File: src/rtl/sipo_defs.sv
// sipo_defs: shared widths and FSM encoding for sipo_4b_loader; SIPO_PARITY_EN adds one even-parity bit per word
package sipo_defs;
    localparam int DATA_W = 4;
    localparam int PAR_W  = 1;
`ifdef SIPO_PARITY_EN
    localparam int PAR_EN = 1;
`else
    localparam int PAR_EN = 0;
`endif
    localparam int NBITS = DATA_W + PAR_EN * PAR_W;
    localparam int CNT_W = $clog2(NBITS + 1);
    typedef enum logic [1:0] {
        IDLE  = 2'd0,
        SHIFT = 2'd1,
        LOAD  = 2'd2,
        FIN   = 2'd3
    } state_t;
endpackage

File: src/rtl/sipo_shreg.sv
// sipo_shreg: serial shift register with saturating bit counter; exposes the next word so the final bit can be loaded on its own edge
module sipo_shreg
    import sipo_defs::*;
#(
    parameter int MSB_FIRST = 1
) (
    input  logic             clk,
    input  logic             rst_n,
    input  logic             clr,
    input  logic             shift_en,
    input  logic             sdata,
    output logic [NBITS-1:0] sr_nxt,
    output logic             last
);
    logic [NBITS-1:0] sr_q, sr_d;
    logic [CNT_W-1:0] cnt_q, cnt_d;
    // shift direction follows MSB_FIRST; counter stops at the word length
    always_comb begin
        sr_nxt = (MSB_FIRST != 0) ? {sr_q[NBITS-2:0], sdata} : {sdata, sr_q[NBITS-1:1]};
        last   = shift_en && (cnt_q == CNT_W'(NBITS - 1));
        sr_d   = clr ? '0 : shift_en ? sr_nxt : sr_q;
        cnt_d  = clr ? '0 : (shift_en && cnt_q != CNT_W'(NBITS)) ? cnt_q + CNT_W'(1) : cnt_q;
    end
    // state registers, cleared asynchronously
    always_ff @(posedge clk or negedge rst_n) begin
        if (!rst_n) begin
            sr_q  <= '0;
            cnt_q <= '0;
        end else begin
            sr_q  <= sr_d;
            cnt_q <= cnt_d;
        end
    end
endmodule

File: src/rtl/sipo_4b_loader.sv
// sipo_4b_loader: receives a serial word and strobes it into a downstream 4-bit latch; SIPO_PARITY_EN enables parity checking
module sipo_4b_loader
    import sipo_defs::*;
#(
    parameter int MSB_FIRST     = 1,
    parameter int ENABLE_CYCLES = 1
) (
    input  logic              clk,
    input  logic              rst_n,
    input  logic              start,
    input  logic              sdata,
    input  logic              svalid,
    output logic [DATA_W-1:0] B,
    output logic              enable,
    output logic              busy,
    output logic              done,
    output logic              err
);
    state_t            state_q, state_d;
    logic [DATA_W-1:0] b_q, b_d, word;
    logic [2:0]        ecnt_q, ecnt_d;
    logic              enable_q, enable_d, busy_q, busy_d, done_q, done_d;
    logic [NBITS-1:0]  sr_nxt;
    logic              last, par_ok, clr, shift_en;

    sipo_shreg #(.MSB_FIRST(MSB_FIRST)) u_shreg (
        .clk      (clk),
        .rst_n    (rst_n),
        .clr      (clr),
        .shift_en (shift_en),
        .sdata    (sdata),
        .sr_nxt   (sr_nxt),
        .last     (last)
    );

    // next-state and registered-output logic; B only changes on a good final-bit edge
    always_comb begin
        clr      = (state_q == IDLE) && start;
        shift_en = (state_q == SHIFT) && svalid;
        word     = (MSB_FIRST != 0) ? sr_nxt[NBITS-1 -: DATA_W] : sr_nxt[DATA_W-1:0];
`ifdef SIPO_PARITY_EN
        par_ok   = ~^sr_nxt;
`else
        par_ok   = 1'b1;
`endif
        state_d  = state_q;
        b_d      = b_q;
        ecnt_d   = ecnt_q;
        enable_d = 1'b0;
        done_d   = 1'b0;
        case (state_q)
            IDLE:  state_d = start ? SHIFT : IDLE;
            SHIFT: if (last) begin
                state_d  = par_ok ? LOAD : FIN;
                b_d      = par_ok ? word : b_q;
                enable_d = par_ok;
                done_d   = !par_ok;
                ecnt_d   = 3'd1;
            end
            LOAD:  if (ecnt_q == 3'(ENABLE_CYCLES)) begin
                state_d = FIN;
                done_d  = 1'b1;
            end else begin
                enable_d = 1'b1;
                ecnt_d   = ecnt_q + 3'd1;
            end
            FIN:   state_d = IDLE;
        endcase
        busy_d = state_d != IDLE;
    end

    // FSM state and all outputs, cleared asynchronously so a reset aborts at once
    always_ff @(posedge clk or negedge rst_n) begin
        if (!rst_n) begin
            state_q  <= IDLE;
            b_q      <= '0;
            ecnt_q   <= '0;
            enable_q <= 1'b0;
            busy_q   <= 1'b0;
            done_q   <= 1'b0;
        end else begin
            state_q  <= state_d;
            b_q      <= b_d;
            ecnt_q   <= ecnt_d;
            enable_q <= enable_d;
            busy_q   <= busy_d;
            done_q   <= done_d;
        end
    end

`ifdef SIPO_PARITY_EN
    logic err_q, err_d;
    // error set on a parity mismatch, held until the next accepted start
    always_comb err_d = clr ? 1'b0 : (shift_en && last && !par_ok) ? 1'b1 : err_q;
    // error flag register
    always_ff @(posedge clk or negedge rst_n) begin
        if (!rst_n) err_q <= 1'b0;
        else        err_q <= err_d;
    end
    assign err = err_q;
`else
    assign err = 1'b0;
`endif

    assign B      = b_q;
    assign enable = enable_q;
    assign busy   = busy_q;
    assign done   = done_q;
endmodule

File: config.mk
export PLATFORM = sky130hd
export DESIGN_NAME = sipo_4b_loader
export DESIGN_NICKNAME = d
export VERILOG_FILES = /design/src/rtl/sipo_defs.sv /design/src/rtl/sipo_shreg.sv /design/src/rtl/sipo_4b_loader.sv
export SDC_FILE = /design/constraint.sdc
export NUM_CORES = 1
export LEC_CHECK = 0
export CAP_MARGIN = 10
export CORE_MARGIN = 2
export CORE_UTILIZATION = 40
export CTS_CLUSTER_DIAMETER = 60
export DETAILED_ROUTE_END_ITERATION = 7
export SLEW_MARGIN = 20
export SYNTH_ARGS = -nofsm -noshare
export SYNTH_HDL_FRONTEND = slang
export SYNTH_SLANG_ARGS = --single-unit
File: constraint.sdc
create_clock -name clk -period 4.6 [get_ports clk]
set_input_delay 0.92 -clock clk [delete_from_list [all_inputs] [get_ports clk]]
set_output_delay 0.92 -clock clk [all_outputs]
set_load 0.02 [all_outputs]
**Word-level counts from Yosys, hierarchy flattened**

Cells that the tools add are included.

- Register bits after elaboration: 18
- Output and inout port bits: 8

- $add $sub $neg: 2
- Equality and inequality tests: 8
- Multiplexer cells: 16
- Reduce and logical (&&, ||, !) cells: 11

Operators by type and width:

| operator | number |
|---|---|
| $mux 3 | 6 |
| $pmux 2 s4 | 1 |
| $reduce_bool 2->1 | 4 |
| $add 3x1->3 const B | 2 |
| $pmux 3 s2 | 1 |
| $mux 1 | 5 |
| $eq 2x2->1 const B | 2 |
| $logic_and 1x1->1 | 4 |
| $mux 2 | 2 |
| $ne 2x2->1 const B | 2 |
| $eq 3x1->1 const B | 1 |
| $eq 3x2->1 const B | 1 |
| $ne 3x3->1 const B | 1 |
| $reduce_and 3->1 | 1 |
| $eq 2x1->1 const B | 1 |
| $logic_not 2->1 | 1 |
| $pmux 1 s2 | 1 |
| $reduce_and 2->1 | 1 |

**Longest topological paths before layout**

Gate-level depths: netlist of the first run.

- Word-level depth: 6
- Depth in mapped cells: 6
- Gate-level depth less buffers: 5

**Hierarchy**

A second synthesis of the first run with hierarchy kept.

- Cell total of the unflattened synthesis: 94
- Area, all modules: 979.7 sq um

By module, submodules not included:

| module | instances | cells each | area an instance (sq um) |
|---|---|---|---|
| sipo_4b_loader | 1 | 64 | 648.1 |
| sipo_shreg | 1 | 30 | 331.6 |

**Worst setup path after synthesis of the first run**

OpenSTA, ideal clock, no wires.

- Path kind: input to register
- From: input svalid
- To: register ecnt_q[2]
- Setup time: 0.121 ns
- Data arrival time: 1.664 ns
- Data required time: 4.479 ns
- Path slack: 2.815 ns
- Cell stages on the path: 4
- Cells stage by stage: buf_2 > a21bo_2 > a32o_1 > a22o_1

- Word-level cells in the longest chain between the ends: 4

Ends and longest elaborated chain:

| what | line | source |
|---|---|---|
| start: declaration | sipo_4b_loader.sv:12 | `input logic svalid,` |
| $logic_and 1x1->1 | sipo_4b_loader.sv:39 | `shift_en = (state_q == SHIFT) && svalid;` |
| $logic_and 1x1->1 | sipo_shreg.sv:20 | `last = shift_en && (cnt_q == CNT_W'(NBITS - 1));` |
| $ne 2x2->1 (no source line) | n/a |  |
| $reduce_and 3->1 (no source line) | n/a |  |
| end signal: assignment | sipo_4b_loader.sv:84 | `ecnt_q <= ecnt_d;` |
| end: declaration | sipo_4b_loader.sv:21 | `logic [2:0] ecnt_q, ecnt_d;` |

Every way passes these cells.
A chain may end at the register's enable or synchronous reset.

**Final worst setup path of the first run**

- From: register b_q[3], in the netlist B[3]
- To: output B[3]

RTL lines:

| what | line | source |
|---|---|---|
| start: declaration | sipo_4b_loader.sv:20 | `logic [DATA_W-1:0] b_q, b_d, word;` |
| start signal: assignment | sipo_4b_loader.sv:76 | `b_q <= '0;` |
| start signal: assignment | sipo_4b_loader.sv:83 | `b_q <= b_d;` |
| end: declaration | sipo_4b_loader.sv:13 | `output logic [DATA_W-1:0] B,` |

No word-level cell between the ends.

==> results of run 1 <==
layout by cell type, fill, tap and decap left out, types with 2 or more instances in the layout:
cell,n
and2_1,3
inv_1,9
nand3_1,4
mux2_2,4
dfrtp_1,18
nand2_1,8
ha_1,9
nor2b_1,2
clkbuf_4,3
or3_1,2
a21boi_0,2
clkdlybuf4s50_1,11
a21oi_1,7
o21ai_0,3
nor2_1,3
synth_stat cells, types with 2 or more instances:
master / number
or3_1: 2
mux2_2: 4
inv_1: 9
a21oi_1: 7
ha_1: 9
buf_2: 2
nand3_1: 4
o21ai_0: 3
nand2_1: 8
nor2b_1: 2
and2_1: 3
dfrtp_1: 18
nor2_1: 3
a21boi_0: 2
through the flow:
stage | hold slack [ns] | instance area (um^2) | worst slack (ns) | util, % | power, W
2_1_floorplan | 0.481 | 958 | 2.82 | - | 0.000237
3_3_place_gp | 0.490 | 1080 | 2.29 | 48.5 | 0.000259
3_5_place_dp | 0.496 | 1080 | 2.23 | 48.5 | 0.000262
4_1_cts | 0.519 | 1100 | 2.42 | 49.5 | 0.000338
5_1_grt | 0.533 | 1100 | 2.38 | 49.5 | 0.000360
6_report | 0.515 | 1100 | 2.44 | 49.5 | 0.000334
power groups by stage:
| stage | clock network (W) | registers [W] | logic (W) |
|---|---|---|---|
| 2_1_floorplan | 0 | 0.000183 | 0.0000541 |
| 5_1_grt | 0.0000867 | 0.000180 | 0.0000930 |
| 3_5_place_dp | 0 | 0.000181 | 0.0000805 |
| 6_report | 0.0000755 | 0.000178 | 0.0000807 |
| 3_3_place_gp | 0 | 0.000181 | 0.0000780 |
| 4_1_cts | 0.0000791 | 0.000178 | 0.0000810 |
metal layers:
metal | vias up | track usage (%)
li1 | 343 | -
met1 | 328 | 17.7
met2 | 19 | 23.3
met3 | 4 | 3.11
met4 | 0 | 8.12
met5 | - | 0
logic make-up (layout without fill, tap and decap cells):
group	count (synthesis)	after routing	share of synthesized area [%]
AND/OR/NAND/NOR	27	27	14.6
flip-flops	18	18	47.0
buffers and inverters	13	23	5.74
adder cells (fa/ha/maj)	9	9	11.7
multiplexers	4	4	4.70
AO/OA/AOI/OAI	22	22	15.8
other	1	1	0.391
registers in the layout, indices dropped and copies added (netlist names):
name and cells:
u_shreg.sr_q 3, state_q 2, busy 1, u_shreg.cnt_q 3
ecnt_q 3, B 4, done 1, enable 1
cell type report:
cell class / count / area (um^2)
fill: 213 / 1130
multi-input combinational: 63 / 453
sequential: 18 / 450
timing repair buffer: 11 / 110
tap: 28 / 35.0
inverter: 9 / 33.8
clock buffer: 3 / 22.5
worst max-delay path by stage:
| stage | depth (start not counted) | end | slack (ns) |
|---|---|---|---|
| final | 1 | B[3] | 2.44 |
| after global placement | 4 | u_shreg.cnt_q[0] | 2.29 |
| after CTS | 1 | B[0] | 2.42 |
| after detailed placement | 4 | u_shreg.cnt_q[0] | 2.23 |
| after global routing | 1 | B[0] | 2.38 |
| after floorplan | 4 | ecnt_q[2] | 2.82 |
==> flow_summary_export.csv, run 1 <==
group,metric,value,unit
pwr,power_frac_seq,53.3,%
pwr,p_int,0.000235,W
worst_setup_path,worst-r2r-cell-count,5,
die,start_util,42.9,%
die,core_area,2230,um^2
worst_setup_path,worstPathCellList,"clkdlybuf4s50_1",
clock_network,clkTransAtPathRegs,0.10,ns
detailed_routing,drt-total-wl,1660,um
timing,setup_viol,0,
worst_setup_path,startpoint_type,"flip-flop",
global_route,grt_overflow,0,
global_route,grt_usage,14.4,%
synthesis,async_flop_share,100,%
detailed_routing,drc,0,
worst_hold_path,min_path_cells,1,
die,die_y,53.0,um
detailed_routing,highest_layer,"met4",
finish,diodes,0,
placement,hpwl,1240,um
clock_network,cts_tree,"built",
worst_setup_path,critPathSlowestCell,"clkdlybuf4s50_1",
timing,fin_skew,0.00134,ns
detailed_routing,vias,694,
pwr,p_sw,0.0000990,W
synthesis,synth_nets,108,
clock_network,clock-root-buffer,"clkbuf_4",
worst_setup_path,r2r_slack,2.96,ns
job,max-cap-violations,0,
worst_setup_path,crit_start,"B[3]",
clock_network,cts.sinks,18,
worst_setup_path,crit_path_max_fanout,2,
synthesis,synth_top_area_cell,"dfrtp_1",
worst_hold_path,hold_path.startpoint,"B[2]",
worst_hold_path,min_delay_worst_endpoint,"B[2]",
global_route,grt_antenna_before_repair,0,
clock_network,post_cts_buffers,0,
timing,fin_crit,2.16,ns
placement,gp_congestion,0.740,
worst_setup_path,reg2reg_from,"u_shreg.cnt_q[0]",
placement,port_buffers,11,
synthesis,netlist_instances,94,
worst_setup_path,cp_top_family,"buffers and inverters",
global_route,grt_max_degree,19,
synthesis,synth_seq_cells,18,
synthesis,synthDistinctLibCells,32,
finish,syn2layout_area_growth,15.3,%
timing,rsz0062_at_grt,"no",
synthesis,synth_area,958,um^2
detailed_routing,drtIter0Drc,7,
timing,clock.fmax,0.464,GHz
worst_setup_path,setup.worst_path.class,"flip-flop to output port",
pwr,leakage,0.495,nW
pwr,vdd_drop_max,0.138,mV
worst_setup_path,worst-path-buf-inv,1,
worst_setup_path,arrival,1.24,ns
worst_setup_path,critical_path_required,3.68,ns
clock_network,clkLatencyLatePin,0.28,ns
timing,maxSlewViolCount,0,
detailed_routing,drt-met1-wl,767,um
pwr,pwr-share-comb,24.1,%
synthesis,syn_avg_cell_area,10.2,um^2
clock_network,cts.path.max_buffers,2,
detailed_routing,routed-wl-met2,760,um
worst_setup_path,slowest_delay,0.60,ns
pwr,power.share.switching,29.6,%
finish,fin_nets,120,
synthesis,synth_top_area_share,47.0,%
detailed_routing,wl_per_cell,12.6,um
timing,hold_viol_final,0,
detailed_routing,wl_met3,94,um
global_route,grt_pass1_vias,695,
finish,drive_above_1_share,8.65,%
worst_hold_path,hp-class,"flip-flop to flip-flop",
detailed_routing,ant_nets,0,
pwr,clkPwrFrac,22.6,%
clock_network,cts_htree_levels,1,
placement,placedCellCount,129,
global_route,grt_pass1_wl,2950,um
clock_network,cts_buffers,3,
die,fp.dieW,53.0,um
timing,fin_tns_setup,0,ns
die,dieArea,2800,um^2
finish,fin_cells,132,
synthesis,yosysWarnings,0,
synthesis,synth_edf_count,0,
timing,relSlewSlack,48.6,%
clock_network,cts-resized-gates,0,
synthesis,seq_area_frac_synth,47.0,%
worst_setup_path,timing.rr.end,"busy",
outcome,status,"finished clean",
synthesis,synth_ff_type,"dfrtp_1",
worst_setup_path,crit_path_end_kind,"output port",
detailed_routing,dr.pass1.iters,4,
synthesis,synthTopCellsByArea,"dfrtp_1 47%, ha_1 12%, mux2_2 4.7%, a21oi_1 3.7%, inv_1 3.5%",
die,rows,17,
detailed_routing,routed_via_density,5.26,
timing,tightestPinTransition,0.769,ns
pwr,power_density,303,nW/um^2
die,io_pins,13,
timing,fin_crit_sh,46.9,%
clock_network,cts_hold_buf,0,
Note: power is estimated with default switching activity, not from simulation.
==> run 2, diff against run 1 <==
- clock period: 4.6 -> 2.13 ns (I/O delays scaled with it)
==> run 2 against run 1 <==
  * First-iteration DRC count shrank 14%
  * Via count shrank 2.2%
  * Routed wire length shrank 1.6%
==> flow_summary_export.csv, run 2 (synthesis gave the netlist of run 1 again) <==
group,metric,value,unit
outcome,status,"finished clean",
worst_setup_path,crit_path_max_fanout,4,
die,start_util,42.9,%
timing,setup_viol,0,
global_route,grt_max_degree,19,
worst_setup_path,worst-r2r-cell-count,5,
worst_setup_path,crit_path_end_kind,"flip-flop",
clock_network,cts_tree,"built",
global_route,grt_overflow,0,
die,core_area,2230,um^2
timing,clock.fmax,0.589,GHz
die,dieArea,2800,um^2
detailed_routing,routed-wl-met2,703,um
global_route,grt_usage,14.3,%
detailed_routing,drt-met1-wl,811,um
job,max-cap-violations,0,
global_route,grt_antenna_before_repair,0,
die,die_y,53.0,um
detailed_routing,drc,0,
detailed_routing,drtIter0Drc,6,
finish,drive_above_1_share,10.4,%
finish,nFillCells,223,
finish,final_common_cell,"dfrtp_1",
timing,rsz0062_at_grt,"no",
pwr,leakage,0.507,nW
detailed_routing,vias,679,
placement,place_area,1090,um^2
worst_setup_path,arrival,1.86,ns
placement,gp_congestion,0.758,
placement,hpwl,1180,um
finish,largest_register_ffs,4,
clock_network,cts.sinks,18,
worst_setup_path,startpoint_type,"flip-flop",
clock_network,post_cts_buffers,0,
worst_hold_path,hp-class,"input pin to async pin",
timing,hold_viol_final,0,
timing,fin_crit_sh,79.8,%
die,rows,17,
clock_network,cts.path.max_buffers,2,
die,fp.dieW,53.0,um
clock_network,cts_buffers,3,
detailed_routing,wl_met3,78,um
detailed_routing,highest_layer,"met4",
detailed_routing,ant_nets,0,
timing,fin_crit,1.70,ns
timing,maxSlewViolCount,0,
clock_network,clkTransAtPathRegs,0.10,ns
pwr,power_density,685,nW/um^2
finish,final_cell_mix,"18 x dfrtp_1, 11 x clkdlybuf4s50_1, 9 x inv_1, 9 x ha_1, 8 x nand2_1",
clock_network,clkLatencyLatePin,0.29,ns
clock_network,clock-root-buffer,"clkbuf_4",
worst_setup_path,setup.worst_path.class,"flip-flop to flip-flop",
die,io_pins,13,
finish,fin_area,1130,um^2
timing,fin_tns_setup,0,ns
timing,fin_skew,0.00173,ns
clock_network,cts-resized-gates,0,
worst_setup_path,critical_path_required,2.29,ns
worst_setup_path,timing.rr.end,"busy",
global_route,grt_pass1_vias,662,
worst_setup_path,r2r_slack,0.43,ns
clock_network,cts_hold_buf,0,
clock_network,cts_htree_levels,1,
detailed_routing,routed_via_density,5.07,
finish,syn2layout_area_growth,17.5,%
finish,diodes,0,
worst_setup_path,reg2reg_from,"u_shreg.cnt_q[0]",
finish,fin_nets,121,
pwr,vdd_drop_max,0.343,mV
detailed_routing,wl_per_cell,12.2,um
detailed_routing,dr.pass1.iters,4,
global_route,grt_pass1_wl,2830,um
placement,port_buffers,11,
detailed_routing,drt-total-wl,1640,um
-- run 2: cell types whose count changed in the layout (fill, tap and decap cells not counted), sizes merged --
| cell | before | now |
|---|---|---|
| buf | 0 | 1 |
| clkbuf | 3 | 4 |
-- run 2: how the worst max path moves through the flow --
stage / cells after the start / startpoint / endpoint
floorplan: 5 / u_shreg.cnt_q[0] / ecnt_q[2]
global placement: 4 / svalid / u_shreg.cnt_q[0]
detailed placement: 4 / svalid / u_shreg.cnt_q[0]
CTS: 5 / u_shreg.cnt_q[0] / busy
global route: 5 / state_q[1] / busy
finish: 5 / u_shreg.cnt_q[0] / busy
-- run 2: final cells by class --
cell class,count,area [um^2],share of cell area (%)
clock buffers,4,36.3,3.22
inverters,9,33.8,3.00
multi-input cells,63,453,40.2
flip-flops and latches,18,450,40.0
well taps,28,35.0,3.11
repair buffers,12,118,10.4
-- run 2: per-stage QoR --
step	std cells	setup slack (ns)	util, %	power [W]	hold WS (ns)
after global routing	134	0.278	50.4	0.000830	0.493
after CTS	134	0.438	50.4	0.000778	0.457
after detailed placement	130	0.250	48.8	0.000565	0.492
final	134	0.431	50.4	0.000772	0.450
after floorplan	94	0.603	-	0.000512	0.130
after global placement	130	0.312	48.8	0.000561	0.490
-- run 2: worst max-delay path, stage by stage (launching register included) --
cell and delay, ns:
dfrtp_1 0.42, ha_1 0.21, ha_1 0.22, a21boi_0 0.26, nor2_1 0.10, o311ai_0 0.37
-- run 2: power breakdown --
group	switching [W]	total [W]	internal [W]
Clock	0.000107	0.000211	0.000104
Combinational	0.0000986	0.000176	0.0000773
Sequential	0.0000177	0.000385	0.000367
-- run 2: per-layer routing --
layer  vias to the layer above  track usage, %
met2                        14            23.5
met1                       315            16.9
met4                         0            8.97
li1                        346               -
met5                         -               0
met3                         4            2.82
==> run 3, diff against run 2 <==
- clock period: 2.13 -> 1.4 ns (I/O delays scaled with it)
==> run 3 against run 2 <==
  * The flow now finishes with violations (setup timing)
  * Register-to-register slack worse by 0.51 ns
  * Fmax is 15% higher
  * Global-route usage is 1.3 points higher
  * Via count is 14% higher
  * Sequential share of layout area is 7.1 points lower
  * Sequential power is 51% higher
  * Clock-buffer cell count stayed put
  * Largest cell class unchanged
  * Critical path depth stayed put
  * Routed wire length is 18% higher
  * Final cell count is 13% higher
  * Critical path type unchanged
==> flow_summary_export.csv, run 3 (synthesis gave the netlist of run 1 again) <==
group,metric,value,unit
outcome,status,"finished, violations left",
outcome,violations,"setup timing",
detailed_routing,routed_via_density,5.07,
placement,hpwl,1410,um
placement,place_area,1250,um^2
finish,drive_above_1_share,38.7,%
placement,placedCellCount,147,
clock_network,cts_buffers,3,
timing,fin_tns_setup,-0.340,ns
pwr,leakage,0.649,nW
job,max-cap-violations,0,
worst_setup_path,arrival,1.67,ns
die,fp.dieW,53.0,um
timing,fin_skew,0.00152,ns
pwr,pwr-share-comb,32.7,%
detailed_routing,drtIter0Drc,12,
timing,worst_slack,-0.0839,ns
global_route,grt_pass1_wl,3220,um
finish,largest_register_ffs,4,
placement,place_ws,-0.235,ns
pwr,power_frac_seq,43.4,%
clock_network,clock-root-buffer,"clkbuf_4",
worst_setup_path,crit_path_max_fanout,4,
global_route,grt_pass1_vias,754,
timing,clock.fmax,0.674,GHz
die,io_pins,13,
pwr,clkPwrFrac,23.8,%
pwr,p_int,0.000946,W
clock_network,cts_hold_buf,0,
detailed_routing,drt-total-wl,1930,um
detailed_routing,dr.pass1.iters,3,
timing,fin_crit,1.48,ns
clock_network,clkTransAtPathRegs,0.10,ns
global_route,grt_overflow,0,
die,core_area,2230,um^2
pwr,power.share.switching,29.2,%
pwr,p_sw,0.000391,W
global_route,grt_antenna_before_repair,0,
detailed_routing,drc,0,
die,rows,17,
global_route,grt_max_degree,19,
worst_setup_path,critical_path_required,1.59,ns
worst_hold_path,hp-class,"input pin to async pin",
timing,fin_crit_sh,106,%
finish,fin_nets,139,
finish,final_cell_mix,"18 x dfrtp_1, 18 x buf_4, 7 x nand2_1, 7 x dlygate4sd2_1, 6 x inv_1",
pwr,finalPower,0.00134,W
die,start_util,42.9,%
worst_setup_path,worstPathCellList,"ha_2 -> ha_4 -> a21bo_4 -> a32o_1 -> a22o_1",
worst_setup_path,startpoint_type,"flip-flop",
pwr,power_density,978,nW/um^2
detailed_routing,wl_per_cell,12.7,um
die,die_y,53.0,um
die,dieArea,2800,um^2
placement,port_buffers,11,
worst_setup_path,setup.worst_path.class,"flip-flop to flip-flop",
worst_setup_path,critPathSlowestCell,"dfrtp_1",
global_route,grt_usage,15.6,%
timing,maxSlewViolCount,0,
detailed_routing,ant_nets,0,
worst_setup_path,crit_path_end_kind,"flip-flop",
timing,hold_viol_final,0,
clock_network,clkLatencyLatePin,0.29,ns
clock_network,cts.sinks,18,
clock_network,cts_tree,"built",
clock_network,cts.path.max_buffers,2,
clock_network,cts_htree_levels,1,
pwr,vdd_drop_max,0.550,mV
timing,rsz0062_at_grt,"yes",
placement,gp_congestion,0.777,
detailed_routing,vias,771,
finish,diodes,0,
finish,fin_cells,152,
finish,fin_area,1370,um^2
timing,setup_viol,6,
worst_setup_path,slowest_delay,0.41,ns
finish,syn2layout_area_growth,42.7,%
run 3: layout make-up:
class | count | area (um^2)
Fill cell | 215 | 866
Multi-Input combinational cell | 63 | 562
Sequential cell | 18 | 450
Timing Repair Buffer | 30 | 248
Clock buffer | 4 | 36.3
Inverter | 9 | 36.3
Tap cell | 28 | 35.0
run 3: power groups by stage:
| stage | Combinational, W | Sequential [W] | Clock [W] |
|---|---|---|---|
| final | 0.000438 | 0.000581 | 0.000319 |
| after global routing | 0.000488 | 0.000586 | 0.000366 |
| after floorplan | 0.000188 | 0.000604 | 0 |
| after CTS | 0.000385 | 0.000580 | 0.000333 |
| after detailed placement | 0.000379 | 0.000591 | 0 |
| after global placement | 0.000372 | 0.000588 | 0 |
run 3: metrics by stage:
| stage | hold slack (ns) | utilization (%) |
|---|---|---|
| CTS | 0.324 | 58.4 |
| floorplan | -0.0156 | - |
| global route | 0.324 | 61.2 |
| finish | 0.316 | 61.2 |
| detailed placement | 0.497 | 56.0 |
| global placement | 0.489 | 56.0 |
run 3: routing by layer:
metal / GRT usage [%] / wire (um) / part of all wire, %
met5: 0 / 0 / 0
met4: 6.41 / 13 / 0.67
met3: 2.54 / 66 / 3.4
met2: 25.4 / 930 / 48
met1: 20.5 / 916 / 48
run 3: what timing repair did:
item                                    in CTS  in global routing
buffers inserted                             0                  1
resized for setup                           15                 16
pin swaps                                    4                  6
endpoints found under the setup margin      16                 11
run 3: final timing paths:
path	slack, ns	startpoint	endpoint	depth (start not counted)
max	-0.08	u_shreg.cnt_q[1]	ecnt_q[2]	5
min	0.32	rst_n	B[2]	2
max reg2reg	-0.08	u_shreg.cnt_q[1]	ecnt_q[2]	5
min reg2reg	0.51	B[1]	B[1]	1
max in group asynchronous	0.89	rst_n	state_q[0]	2
min in group clk	0.51	B[1]	B[1]	1
run 3: critical path: cells and delay by family, from the launching register on:
kind	cells	cell delay, ns
adders and majority gates	2	0.37
DFF	1	0.41
AOI/OAI and AO/OA	3	0.60
